### src/rtl/drive_sequencer.sv
// Drive-path sequencer: arbitrates fault / metal / steering requests, enforces a dead interval
// before direction changes and drives the H-bridge lines and PWM. Optional ramp: SOFTSTART_EN.
module drive_sequencer #(
  parameter int unsigned       DUTY_W        = 8,
  parameter int unsigned       DEAD_CYCLES   = 50000,
  parameter int unsigned       ROTATE_CYCLES = 25000000,
  parameter logic [DUTY_W-1:0] ROT_DUTY      = 8'd160
) (
  input  logic              clk,
  input  logic              rst,
  input  logic              fault_l,
  input  logic              fault_r,
  input  logic              clear,
  input  logic              metal_det,
  input  logic [1:0]        track_req,
  input  logic [DUTY_W-1:0] track_duty,
  output logic              pwm_l,
  output logic              pwm_r,
  output logic              in1,
  output logic              in2,
  output logic              in3,
  output logic              in4,
  output logic [2:0]        state,
  output logic              busy
);

  localparam int unsigned DwellMax = (ROTATE_CYCLES > DEAD_CYCLES) ? ROTATE_CYCLES : DEAD_CYCLES;
  localparam int unsigned CntW     = (DwellMax > 1) ? $clog2(DwellMax) : 1;
  localparam logic [CntW-1:0] DeadLast = CntW'(DEAD_CYCLES - 1);
  localparam logic [CntW-1:0] RotLast  = CntW'(ROTATE_CYCLES - 1);

  typedef enum logic [2:0] {
    StIdle   = 3'd0,
    StDead   = 3'd1,
    StRun    = 3'd2,
    StRotate = 3'd3,
    StFault  = 3'd4
  } state_e;

  localparam logic [1:0] ReqStop  = 2'b00;
  localparam logic [1:0] ReqFwd   = 2'b01;
  localparam logic [1:0] ReqLeft  = 2'b10;
  localparam logic [1:0] ReqRight = 2'b11;

  state_e            state_q, state_d;
  logic [1:0]        dir_q, dir_d;
  logic [1:0]        tgt_q, tgt_d;
  logic              tgt_rot_q, tgt_rot_d;
  logic [CntW-1:0]   dwell_q, dwell_d;
  logic              metal_prev_q;
  logic [DUTY_W-1:0] pwm_cnt_q, pwm_cnt_d;
  logic [DUTY_W-1:0] duty_q, duty_d;
  logic              pwm_q, pwm_d;
  logic [3:0]        in_q, in_d;
  logic              busy_q, busy_d;

  logic              fault_any;
  logic              metal_edge;
  logic              active_d;
  logic              wrap;
  logic [DUTY_W-1:0] src_duty;

  assign fault_any  = fault_l | fault_r;
  assign metal_edge = metal_det & ~metal_prev_q;

  // Next-state logic; priority is fault, then metal edge, then the steering request.
  always_comb begin
    state_d   = state_q;
    dir_d     = dir_q;
    tgt_d     = tgt_q;
    tgt_rot_d = tgt_rot_q;
    if (fault_any) begin
      state_d = StFault;
    end else begin
      unique case (state_q)
        StIdle: begin
          if (metal_edge) begin
            state_d   = StDead;
            tgt_rot_d = 1'b1;
          end else if (track_req != ReqStop) begin
            state_d   = StDead;
            tgt_rot_d = 1'b0;
            tgt_d     = track_req;
          end
        end
        StDead: begin
          // Retargeting keeps the dwell count running.
          if (metal_edge) begin
            tgt_rot_d = 1'b1;
          end else if (!tgt_rot_q) begin
            tgt_d = track_req;
          end
          if (!tgt_rot_d && (track_req == ReqStop)) begin
            state_d = StIdle;
          end else if (dwell_q == DeadLast) begin
            if (tgt_rot_d) begin
              state_d = StRotate;
            end else begin
              state_d = StRun;
              dir_d   = tgt_d;
            end
          end
        end
        StRun: begin
          if (metal_edge) begin
            state_d   = StDead;
            tgt_rot_d = 1'b1;
          end else if (track_req == ReqStop) begin
            state_d = StIdle;
          end else if (track_req != dir_q) begin
            state_d   = StDead;
            tgt_rot_d = 1'b0;
            tgt_d     = track_req;
          end
        end
        StRotate: begin
          if (dwell_q == RotLast) begin
            state_d = StIdle;
          end
        end
        StFault: begin
          if (clear) begin
            state_d = StIdle;
          end
        end
        default: begin
          state_d = StIdle;
        end
      endcase
    end
  end

  // Dwell counter only runs while staying in a timed state; any state change restarts it.
  always_comb begin
    dwell_d = '0;
    if ((state_d == state_q) && ((state_q == StDead) || (state_q == StRotate))) begin
      dwell_d = dwell_q + 1'b1;
    end
  end

  // Registered outputs are computed from the next state so they change with the state code.
  always_comb begin
    in_d = 4'b0000;
    unique case (state_d)
      StRun: begin
        unique case (dir_d)
          ReqFwd:   in_d = 4'b1010;
          ReqLeft:  in_d = 4'b0110;
          ReqRight: in_d = 4'b1001;
          default:  in_d = 4'b0000;
        endcase
      end
      StRotate: in_d = 4'b1001;
      default:  in_d = 4'b0000;
    endcase
    busy_d = (state_d == StDead) || (state_d == StRotate);
  end

  always_comb begin
    active_d  = (state_d == StRun) || (state_d == StRotate);
    wrap      = &pwm_cnt_q;
    pwm_cnt_d = pwm_cnt_q + 1'b1;
    src_duty  = '0;
    if (state_d == StRun) begin
      src_duty = track_duty;
    end else if (state_d == StRotate) begin
      src_duty = ROT_DUTY;
    end
    duty_d = duty_q;
`ifdef SOFTSTART_EN
    if (active_d && (state_d != state_q)) begin
      duty_d = '0;
    end else if (wrap) begin
      if (src_duty < duty_q) begin
        duty_d = src_duty;
      end else if (duty_q < src_duty) begin
        duty_d = duty_q + 1'b1;
      end
    end
`else
    if (wrap) begin
      duty_d = src_duty;
    end
`endif
    // Gating on the next state drops the enable immediately when leaving RUN/ROTATE.
    pwm_d = active_d && (pwm_cnt_d < duty_d);
  end

  always_ff @(posedge clk) begin
    if (rst) begin
      state_q      <= StIdle;
      dir_q        <= ReqStop;
      tgt_q        <= ReqStop;
      tgt_rot_q    <= 1'b0;
      dwell_q      <= '0;
      metal_prev_q <= 1'b0;
      pwm_cnt_q    <= '0;
      duty_q       <= '0;
      pwm_q        <= 1'b0;
      in_q         <= 4'b0000;
      busy_q       <= 1'b0;
    end else begin
      state_q      <= state_d;
      dir_q        <= dir_d;
      tgt_q        <= tgt_d;
      tgt_rot_q    <= tgt_rot_d;
      dwell_q      <= dwell_d;
      metal_prev_q <= metal_det;
      pwm_cnt_q    <= pwm_cnt_d;
      duty_q       <= duty_d;
      pwm_q        <= pwm_d;
      in_q         <= in_d;
      busy_q       <= busy_d;
    end
  end

  assign state = state_q;
  assign busy  = busy_q;
  assign pwm_l = pwm_q;
  assign pwm_r = pwm_q;
  assign in1   = in_q[3];
  assign in2   = in_q[2];
  assign in3   = in_q[1];
  assign in4   = in_q[0];

endmodule

### config.mk
export PLATFORM = sky130hd
export DESIGN_NAME = drive_sequencer
export DESIGN_NICKNAME = d
export VERILOG_FILES = /design/src/rtl/drive_sequencer.sv
export SDC_FILE = /design/constraint.sdc
export NUM_CORES = 1
export LEC_CHECK = 0
export ABC_CLOCK_PERIOD_IN_PS = 3400
export CORE_MARGIN = 2
export CORE_UTILIZATION = 53
export CTS_BUF_LIST = sky130_fd_sc_hd__clkbuf_4
export DETAILED_ROUTE_END_ITERATION = 8
export PLACE_DENSITY_LB_ADDON = 0.2
export SLEW_MARGIN = 5
export SYNTH_ARGS = -nofsm -noshare
export SYNTH_HDL_FRONTEND = slang
export SYNTH_SLANG_ARGS = --single-unit
### constraint.sdc
create_clock -name clk -period 3.4 [get_ports clk]
set_input_delay 1.02 -clock clk [delete_from_list [all_inputs] [get_ports clk]]
set_output_delay 1.02 -clock clk [all_outputs]
set_load 0.01 [all_outputs]
; ---- Word level (Yosys, flattened, before mapping)
; Index checks and enable logic that the tools add are counted.
[totals]
reg_bits = 56
elab_cells = 95
output_inout_bits = 10
in_bits = 16
[classes]
n_eq_ne = 22
reduce_logical = 15
magnitude_cmp = 1
n_mux = 39
bitwise = 5
n_addsub = 2
[ops]
columns = cell, n
row1 = 3-bit 2-to-1 mux, 10
row2 = "25-bit by 1-bit adder with 25-bit output, second input constant", 1
row3 = "25-bit by 16-bit == test with 1-bit output, second input constant", 1
row4 = "25-bit == test, second input constant", 1
row5 = 2-bit 2-to-1 mux, 12
row6 = 8-bit 2-to-1 mux, 3
row7 = 3-bit one-hot mux with 5 select lines, 1
row8 = "3-bit by 2-bit == test with 1-bit output, second input constant", 4
row9 = 4-bit one-hot mux with 3 select lines, 1
row10 = "2-bit inequality test, second input constant", 5
row11 = 1-bit 2-to-1 mux, 9
row12 = "3-bit inequality test, second input constant", 3
row13 = "8-bit by 1-bit adder with 8-bit output, second input constant", 1
row14 = 8-bit less-than comparator, 1
row15 = 4-bit one-hot mux with 2 select lines, 1
row16 = 8-bit AND reduction, 1
row17 = 7-bit AND reduction, 1
row18 = "3-bit by 1-bit == test with 1-bit output, second input constant", 2
row19 = 2-bit one-hot mux with 3 select lines, 1
row20 = 5-bit AND reduction, 1
row21 = "2-bit == test, second input constant", 2
row22 = 3-bit == test, 1
row23 = "3-bit == test, second input constant", 1
row24 = 1-bit logical AND, 3
row25 = other kinds (13), 17

; ---- Depth between registers and ports, before layout
; Gate-level depths: netlist (run 1).
[depth]
word_depth = 16
depth_mapped = 12
mapped_depth_nobuf = 12

; ---- Worst setup path after synthesis (run 1)
; No wires, ideal clock.
[synth_path]
kind = input -> register
from = in metal_det
to = reg pwm_q (netlist: pwm_l)
cell_stages = 10
n_path_buf = 0
setup_time_ps = 79
required_time_ps = 3321
slack_ps = -240
arrival_ps = 3561
path_cell_list = and2b_1 > or4_4 > or3_4 > a2111oi_4 > a22oi_1 > ha_1 > a21o_1 > a21oi_1 > o21ai_0 > a211oi_2
[synth_between]
elab_chain_cells = 15
word_cells_on_any_way = 21
classes_between = order compare (1) / eq/ne (2) / mux (13) / bitwise (1) / reduce/logical (4)
[synth_rtl]
columns = element, line
row1 = from (decl), 14  ; input logic metal_det,
row2 = 1-bit bitwise AND (*), 64  ; assign metal_edge = metal_det & ~metal_prev_q;
row3 = 1-bit 2-to-1 mux, 88  ; if (metal_edge) begin
row4 = 1-bit 2-to-1 mux, 75  ; unique case (state_q)
row5 = 1-bit 2-to-1 mux, 72  ; if (fault_any) begin
row6 = 1-bit 2-to-1 mux / 1-bit zero test (equally long branches), "96, 93"
row7 = 3-bit 2-to-1 mux / 1-bit logical AND (equally long branches), "95, 93"
row8 = 3-bit 2-to-1 mux, 93  ; if (!tgt_rot_d && (track_req == ReqStop)) begin
row9 = 3-bit one-hot mux with 5 select lines (*), 75
row10 = 3-bit 2-to-1 mux (*), 72
row11 = 3-bit by 2-bit == test with 1-bit output, "160, 166"
row12 = 8-bit 2-to-1 mux, 166  ; end else if (state_d == StRotate) begin
row13 = 8-bit 2-to-1 mux, 164  ; if (state_d == StRun) begin
row14 = 8-bit 2-to-1 mux, 181  ; if (wrap) begin
row15 = 8-bit less-than comparator, 186  ; pwm_d = active_d && (pwm_cnt_d < duty_d);
row16 = 1-bit logical AND (*), 186
row17 = to (signal assigned), 211  ; pwm_q <= pwm_d;
row18 = to (decl), 53  ; logic pwm_q, pwm_d;
; Mark *: on every way between the ends. The rest lies on a longest branch, timed or not. The select of a mux whose other input is x is not followed.
; A chain may end at the register's enable or synchronous reset.

; ---- Worst setup path in the final report (run 1)
[layout_path]
from = in clear
to = reg pwm_q (netlist: pwm_l)
[layout_between]
elab_chain_cells = 9
word_cells_on_any_way = 11
classes_between = order compare (1) / eq/ne (2) / mux (6) / reduce/logical (2)
[layout_rtl]
columns = element, line
row1 = from (decl), 13  ; input logic clear,
row2 = 3-bit 2-to-1 mux (*), 122  ; if (clear) begin
row3 = 3-bit one-hot mux with 5 select lines (*), 75
row4 = 3-bit 2-to-1 mux (*), 72
row5 = 3-bit by 2-bit == test with 1-bit output, "160, 166"
row6 = 8-bit 2-to-1 mux, 166
row7 = 8-bit 2-to-1 mux, 164
row8 = 8-bit 2-to-1 mux, 181
row9 = 8-bit less-than comparator, 186
row10 = 1-bit logical AND (*), 186
; Mark *: on every way between the ends. The rest lies on a longest branch, timed or not.

==> qor.csv, run 1 <==
stage,metric,value,unit
global_routing,antenna_found_initial,0,
placement,port_buffers,25,
detailed_routing,viasPerCell,5.450,
clock_network,tritoncts,built,
hold_path,hp-start,duty_q[7],
detailed_routing,dr.pass1.iters,4,
worst_setup_path,reg2reg_from,pwm_cnt_q[0],
clock_network,clk_pin_slew_worst_paths,150,ps
status,outcome,"finished, final reports clean",
logic_synthesis,ys_top_cells_by_count,"dfxtp_1, nor2_1, nand3_1",
die,die_area,0.005776,mm²
clock_network,clockBufferDepth,2,
logic_synthesis,synthArstFlopShare,0,%
global_routing,grt_max_degree,26,
timing,clock_skew,12.99,ps
logic_synthesis,synthTopCellsByArea,"dfxtp_1, nor2_1, ha_1",
global_routing,grt_pass1_vias,2261,
detailed_routing,routed_wl,6128,µm
logic_synthesis,synth_top_area_cell,dfxtp_1,
die,row_count,26,
die,die_w,76,µm
detailed_routing,drtIter0Drc,142,
layout,nets,390,
power_and_ir_drop,finalPower,1166,µW
worst_setup_path,crit_path_max_fanout,4,
placement,gp_congestion,0.8600,
placement,hpwlAfterDp,4365,µm
timing,maxSlewHeadroom,66.12,%
clock_network,cts_htree_levels,2,
logic_synthesis,synth_top_area_share,39.34,%
detailed_routing,routedWlPerCell,14.15,µm
worst_setup_path,crit_arrival,3700,ps
power_and_ir_drop,power_leakage,0.001259,µW
detailed_routing,ant_nets,0,
layout,fin_util,67.72,%
power_and_ir_drop,irDropWorstVdd,184.5,µV
power_and_ir_drop,powerDensity,341.5,mW/mm²
logic_synthesis,synth_edf_count,0,
worst_setup_path,path_class,primary input to register,
logic_synthesis,syn-instance-count,313,
global_routing,grt_usage,21.00,%
worst_setup_path,cp-start-kind,primary input,
timing,fin_ws,10.92,ps
layout,antenna_cells,0,
die,die_h,76,µm
die,ios,26,
die,initial_core_util,54.49,%
clock_network,holdBufCountCts,0,
timing,drv_slew,0,
worst_setup_path,slowest_stage,or4b_4,
timing,hold_violations,0,
timing,fin_crit_sh,99.68,%
logic_synthesis,syn_nets,341,
clock_network,clock-sinks,54,
hold_path,holdCritPathClass,register to register,
placement,pre_cts_ws,-581.5,ps
logic_synthesis,synth_most_common_cell,dfxtp_1,
worst_setup_path,required,3710,ps
timing,worst_slew_pin_slew,503.6,ps
detailed_routing,drc,0,
layout,final_design_area_no_fill,0.003415,mm²
detailed_routing,vias,2360,
logic_synthesis,synth_seq_area_share,39.34,%
clock_network,clk-insertion-delay-late,380,ps
flow_run,cap_violations,0,
logic_synthesis,netlist_area,0.002748,mm²
worst_setup_path,slowest_delay,520,ps
timing,setup_viol,0,
logic_synthesis,synthFlopType,dfxtp_1,
clock_network,cts-buffers-inserted,5,
layout,area_growth_syn_to_layout,24.27,%
global_routing,grt_pass1_wl,10010,µm
worst_setup_path,end_kind,register,
logic_synthesis,yosys_warnings,0,
worst_setup_path,critical_path.cell_chain,"clkdlybuf4s50_1, inv_2, o31ai_2, or4b_4, a2111oi_4, buf_4, a22oi_2, ha_1, a21o_1, a21oi_2, o21ai_2, a211oi_2",
timing,whs,465.4,ps
clock_network,cts-root-buf,clkbuf_4,
logic_synthesis,yosys.cell_types.count,47,
logic_synthesis,avgSynthCellArea,8.778,µm²
global_routing,gr-total-overflow,0,
timing,period_needed,3389,ps
layout,drive_above_1_share,17.63,%
worst_setup_path,startpoint,clear,
timing,fmax,295.1,MHz
placement,postPlaceCellArea,0.003211,mm²
die,core,0.005042,mm²
logic_synthesis,ys_ff_latch,54,
[registers in the layout, indices dropped and copies added (netlist names)]
signal / flops
tgt_rot_q: 1
in_q: 4
duty_q: 8
pwm_cnt_q: 8
busy: 1
dir_q: 2
state: 3
pwm_l: 1
dwell_q: 25
metal_prev_q: 1
[layer usage]
metal / share of wire (%) / global-route usage (%) / up-vias
met4: 2.9 / 9.273 / 0
met5: 0 / 0 / -
li1: - / - / 1199
met2: 48 / 35.00 / 48
met3: 3.9 / 4.028 / 17
met1: 45 / 26.58 / 1096
[layout make-up]
cell class / count / area (µm²)
fillers: 443 / 1628
multi-input cells: 236 / 1620
flip-flops and latches: 54 / 1081
repair buffers: 55 / 484.2
well taps: 70 / 87.58
clock inverters: 3 / 63.81
inverters: 10 / 40.04
clock buffers: 5 / 37.54
[critical path: cells and delay by family]
| kind | cells | cell delay, ps |
|---|---|---|
| adders and majority gates | 1 | 320 |
| AOI/OAI and AO/OA | 7 | 1140 |
| and+or+nand+nor | 1 | 520 |
| buffers and inverters | 3 | 710 |
[cell usage in the layout (no fill, tap or decap), drive strengths merged, types with 6 or more instances in the layout]
cell	n
dfxtp	54
inv	10
nand2	17
ha	12
nor2	48
clkbuf	6
nor4	8
and3	9
buf	31
nand4	7
nand3	21
xnor2	14
and4	7
xor2	17
clkdlybuf4s50	22
nor2b	10
a21oi	9
a22oi	6
o21ai	8
nor3	8
[kinds of logic after synthesis]
kind of cell | Yosys count | share of synthesized area (%)
flops | 54 | 39.34
fa+ha+maj | 12 | 5.464
xor+xnor | 31 | 9.882
mux | 2 | 0.7286
buf+inv | 23 | 4.189
compound gates | 41 | 11.52
simple gates | 150 | 28.87
[final timing paths]
path	end	slack [ps]	cells past startpoint
max	pwm_l	10	12
min	duty_q[7]	470	2
max reg2reg	pwm_l	390	11
min reg2reg	duty_q[7]	470	2
[timing repair]
item	4_1_cts	5_1_grt
gates resized for setup	9	13
buffers inserted	4	1
endpoints found under the setup margin	1	1
pin swaps	9	13
[report_power, final]
part / switching, µW / total (µW) / internal (µW)
clock: 201 / 428 / 227
sequential: 5.48 / 644 / 639
combinational: 43.7 / 93.6 / 49.9
[through the flow]
| step | instances | TNS, ps |
|---|---|---|
| final | 433 | 0 |
| after global routing | 433 | -54.61 |
| after CTS | 432 | 0 |
| after detailed placement | 420 | -1228 |
| after global placement | 420 | -528.9 |
| after floorplan | 313 | -46.93 |
(Power assumes the default switching activity.)
==> run 2, diff against run 1 <==
--- a/config.mk
+++ b/config.mk
@@ -6,12 +6,13 @@
 export NUM_CORES = 1
 export LEC_CHECK = 0
 export ABC_CLOCK_PERIOD_IN_PS = 3400
+export CAP_MARGIN = 0
 export CORE_MARGIN = 2
 export CORE_UTILIZATION = 53
 export CTS_BUF_LIST = sky130_fd_sc_hd__clkbuf_4
 export DETAILED_ROUTE_END_ITERATION = 8
 export PLACE_DENSITY_LB_ADDON = 0.2
-export SLEW_MARGIN = 5
+export SLEW_MARGIN = 20
 export SYNTH_ARGS = -nofsm -noshare
 export SYNTH_HDL_FRONTEND = slang
 export SYNTH_SLANG_ARGS = --single-unit
==> results of run 2 <==
The final DEF is identical to that of run 1; final timing and power are the same.
==> run 3, diff against run 2 <==
--- a/config.mk
+++ b/config.mk
@@ -7,6 +7,7 @@
 export LEC_CHECK = 0
 export ABC_CLOCK_PERIOD_IN_PS = 3400
 export CAP_MARGIN = 0
+export CORE_ASPECT_RATIO = 1.25
 export CORE_MARGIN = 2
 export CORE_UTILIZATION = 53
 export CTS_BUF_LIST = sky130_fd_sc_hd__clkbuf_4
==> run 3 against run 2 <==
Routed wire length down 3.2%. Hold slack about the same. Sequential power about the same. Critical path type unchanged. Clock power down 30%. Combinational power down 1%. Worst setup slack better by 100 ps. Clock skew up 4.3 ps.
==> qor.csv, run 3 (synthesis results as in run 1) <==
stage,metric,value,unit,change
status,outcome,"finished, final reports clean",,
layout,layout_commonest_cell,dfxtp_1,,
timing,fmax,304.0,MHz,+3.0%
timing,fin_ws,110.9,ps,+99.95 ps
detailed_routing,routed_wl,5933,µm,-3.2%
detailed_routing,dr.pass1.iters,4,,unchanged
power_and_ir_drop,finalPower,1040,µW,-11%
detailed_routing,drtIter0Drc,137,,-3.5%
power_and_ir_drop,powerDensity,310.3,mW/mm²,-9.1%
power_and_ir_drop,power_leakage,0.001218,µW,-3.3%
clock_network,cts_htree_levels,2,,unchanged
global_routing,grt_pass1_wl,9666,µm,-3.4%
worst_setup_path,reg2reg_from,state[1],,
layout,nets,389,,-0.26%
placement,postPlaceCellArea,0.003148,mm²,-1.9%
hold_path,holdCritPathClass,register to register,,
clock_network,clockBufferDepth,2,,unchanged
die,row_count,29,,+12%
die,ios,26,,unchanged
layout,largest_reg_flops,25,,unchanged
layout,final_design_area_no_fill,0.003351,mm²,-1.9%
worst_setup_path,end_kind,register,,
layout,antenna_cells,0,,unchanged
hold_path,hp-start,duty_q[7],,
die,initial_core_util,54.48,%,about the same
worst_setup_path,slowest_delay,570,ps,+50 ps
timing,whs,465.1,ps,-0.3420 ps
timing,clock_skew,17.28,ps,+4.294 ps
clock_network,clk-insertion-delay-late,390,ps,about the same
flow_run,cap_violations,0,,unchanged
clock_network,clock-sinks,54,,unchanged
global_routing,grt_max_degree,26,,unchanged
die,core,0.005044,mm²,about the same
timing,maxSlewHeadroom,61.26,%,-4.9 points
layout,final_cell_mix,"dfxtp_1, nor2_1, buf_4",,
layout,seqCellArea,0.001081,mm²,unchanged
clock_network,tritoncts,built,,
clock_network,cts-root-buf,clkbuf_4,,
layout,multi_input_area,0.001619,mm²,about the same
worst_setup_path,cp.buffers_inverters,2,,-1
placement,port_buffers,25,,unchanged
timing,hold_violations,0,,unchanged
detailed_routing,vias,2407,,+2.0%
timing,drv_slew,0,,unchanged
worst_setup_path,required,3730,ps,+20 ps
detailed_routing,ant_nets,0,,unchanged
global_routing,gr-total-overflow,0,,unchanged
detailed_routing,viasPerCell,5.677,,+4.2%
layout,area_growth_syn_to_layout,21.95,%,
timing,period_needed,3289,ps,-99.95 ps
worst_setup_path,crit_path_max_fanout,5,,+1
worst_setup_path,cp-start-kind,primary input,,
layout,largestRegisters,"dwell_q: 25 flops, duty_q: 8 flops, pwm_cnt_q: 8 flops",,
placement,pre_cts_ws,-629.6,ps,-48.07 ps
die,die_h,84.50,µm,+11%
timing,setup_viol,0,,unchanged
placement,gp_congestion,0.8620,,+0.23%
power_and_ir_drop,irDropWorstVdd,178.9,µV,-3.0%
detailed_routing,routedWlPerCell,13.99,µm,-1.1%
layout,drive_above_1_share,17.13,%,-0.50 points
timing,fin_setup_tns,0,ps,unchanged
placement,hpwlAfterDp,4197,µm,-3.8%
worst_setup_path,crit_arrival,3620,ps,-80 ps
timing,fin_crit_sh,96.74,%,-2.9 points
layout,regMostFlops,dwell_q,,
clock_network,cts-buffers-inserted,5,,unchanged
worst_setup_path,critical_path.cell_chain,"clkdlybuf4s50_1, nor2_2, a31oi_2, nand3_2, a2111oi_4, buf_4, a22oi_2, ha_1, a21o_1, a21oi_1, o21ai_1, a211oi_2",,
clock_network,clk_pin_slew_worst_paths,170,ps,+20 ps
clock_network,holdBufCountCts,0,,unchanged
global_routing,grt_pass1_vias,2271,,+0.44%
timing,worst_slew_pin_slew,576.2,ps,+72.66 ps
global_routing,antenna_found_initial,0,,unchanged
die,die_w,68.40,µm,-10%
worst_setup_path,startpoint,track_req[0],,
worst_setup_path,path_class,primary input to register,,
global_routing,grt_usage,21.39,%,+0.39 points
layout,fillers,447,,+0.90%
worst_setup_path,slowest_stage,clkdlybuf4s50_1,,
detailed_routing,drc,0,,unchanged
worst_setup_path,cp_top_family,compound AO/OA/AOI/OAI gates,,
die,die_area,0.005780,mm²,about the same
## run 3: final timing paths
path	depth (start not counted)	slack, ps	end
setup / recovery	12	110	pwm_l
hold / removal	2	470	duty_q[7]
setup reg to reg	12	350	pwm_l
hold reg to reg	2	470	duty_q[7]
## run 3: stage by stage
step	utilization, %	instances
finish	66.44	424
global route	66.44	424
CTS	65.57	424
detailed placement	62.42	405
global placement	62.42	405
floorplan	-	313
## run 3: repair_timing
item / CTS / global route
pin swaps: 8 / 3
setup buffers: 11 / 0
resized for setup: 10 / 11
endpoints found under the setup margin: 1 / 1
## run 3: tightest hold or removal path, stage by stage (launching register included)
cell and delay [ps]:
dfxtp_1 330, nand2_1 60, a21oi_1 50
## run 3: final cells by class
class | count | share of cell area [%]
Inverter | 10 | 1.195
Multi-Input combinational cell | 236 | 48.32
Tap cell | 62 | 2.315
Clock buffer | 5 | 1.120
Sequential cell | 54 | 32.26
Timing Repair Buffer | 54 | 14.04
Clock inverter | 3 | 0.7468
## run 3: power breakdown
| part | internal [µW] | total [µW] | switching [µW] |
|---|---|---|---|
| Clock | 84.9 | 301 | 216 |
| Sequential | 639 | 646 | 7.03 |
| Combinational | 48.8 | 92.6 | 43.8 |
| Total | 773 | 1040 | 267 |
## run 3: per-layer routing
layer / track usage (%) / up-vias / routed length [µm]
li1: - / 1203 / -
met1: 25.61 / 1125 / 2652
met2: 36.36 / 65 / 2872
met3: 3.485 / 14 / 250
met4: 9.455 / 0 / 157
met5: 0 / - / 0
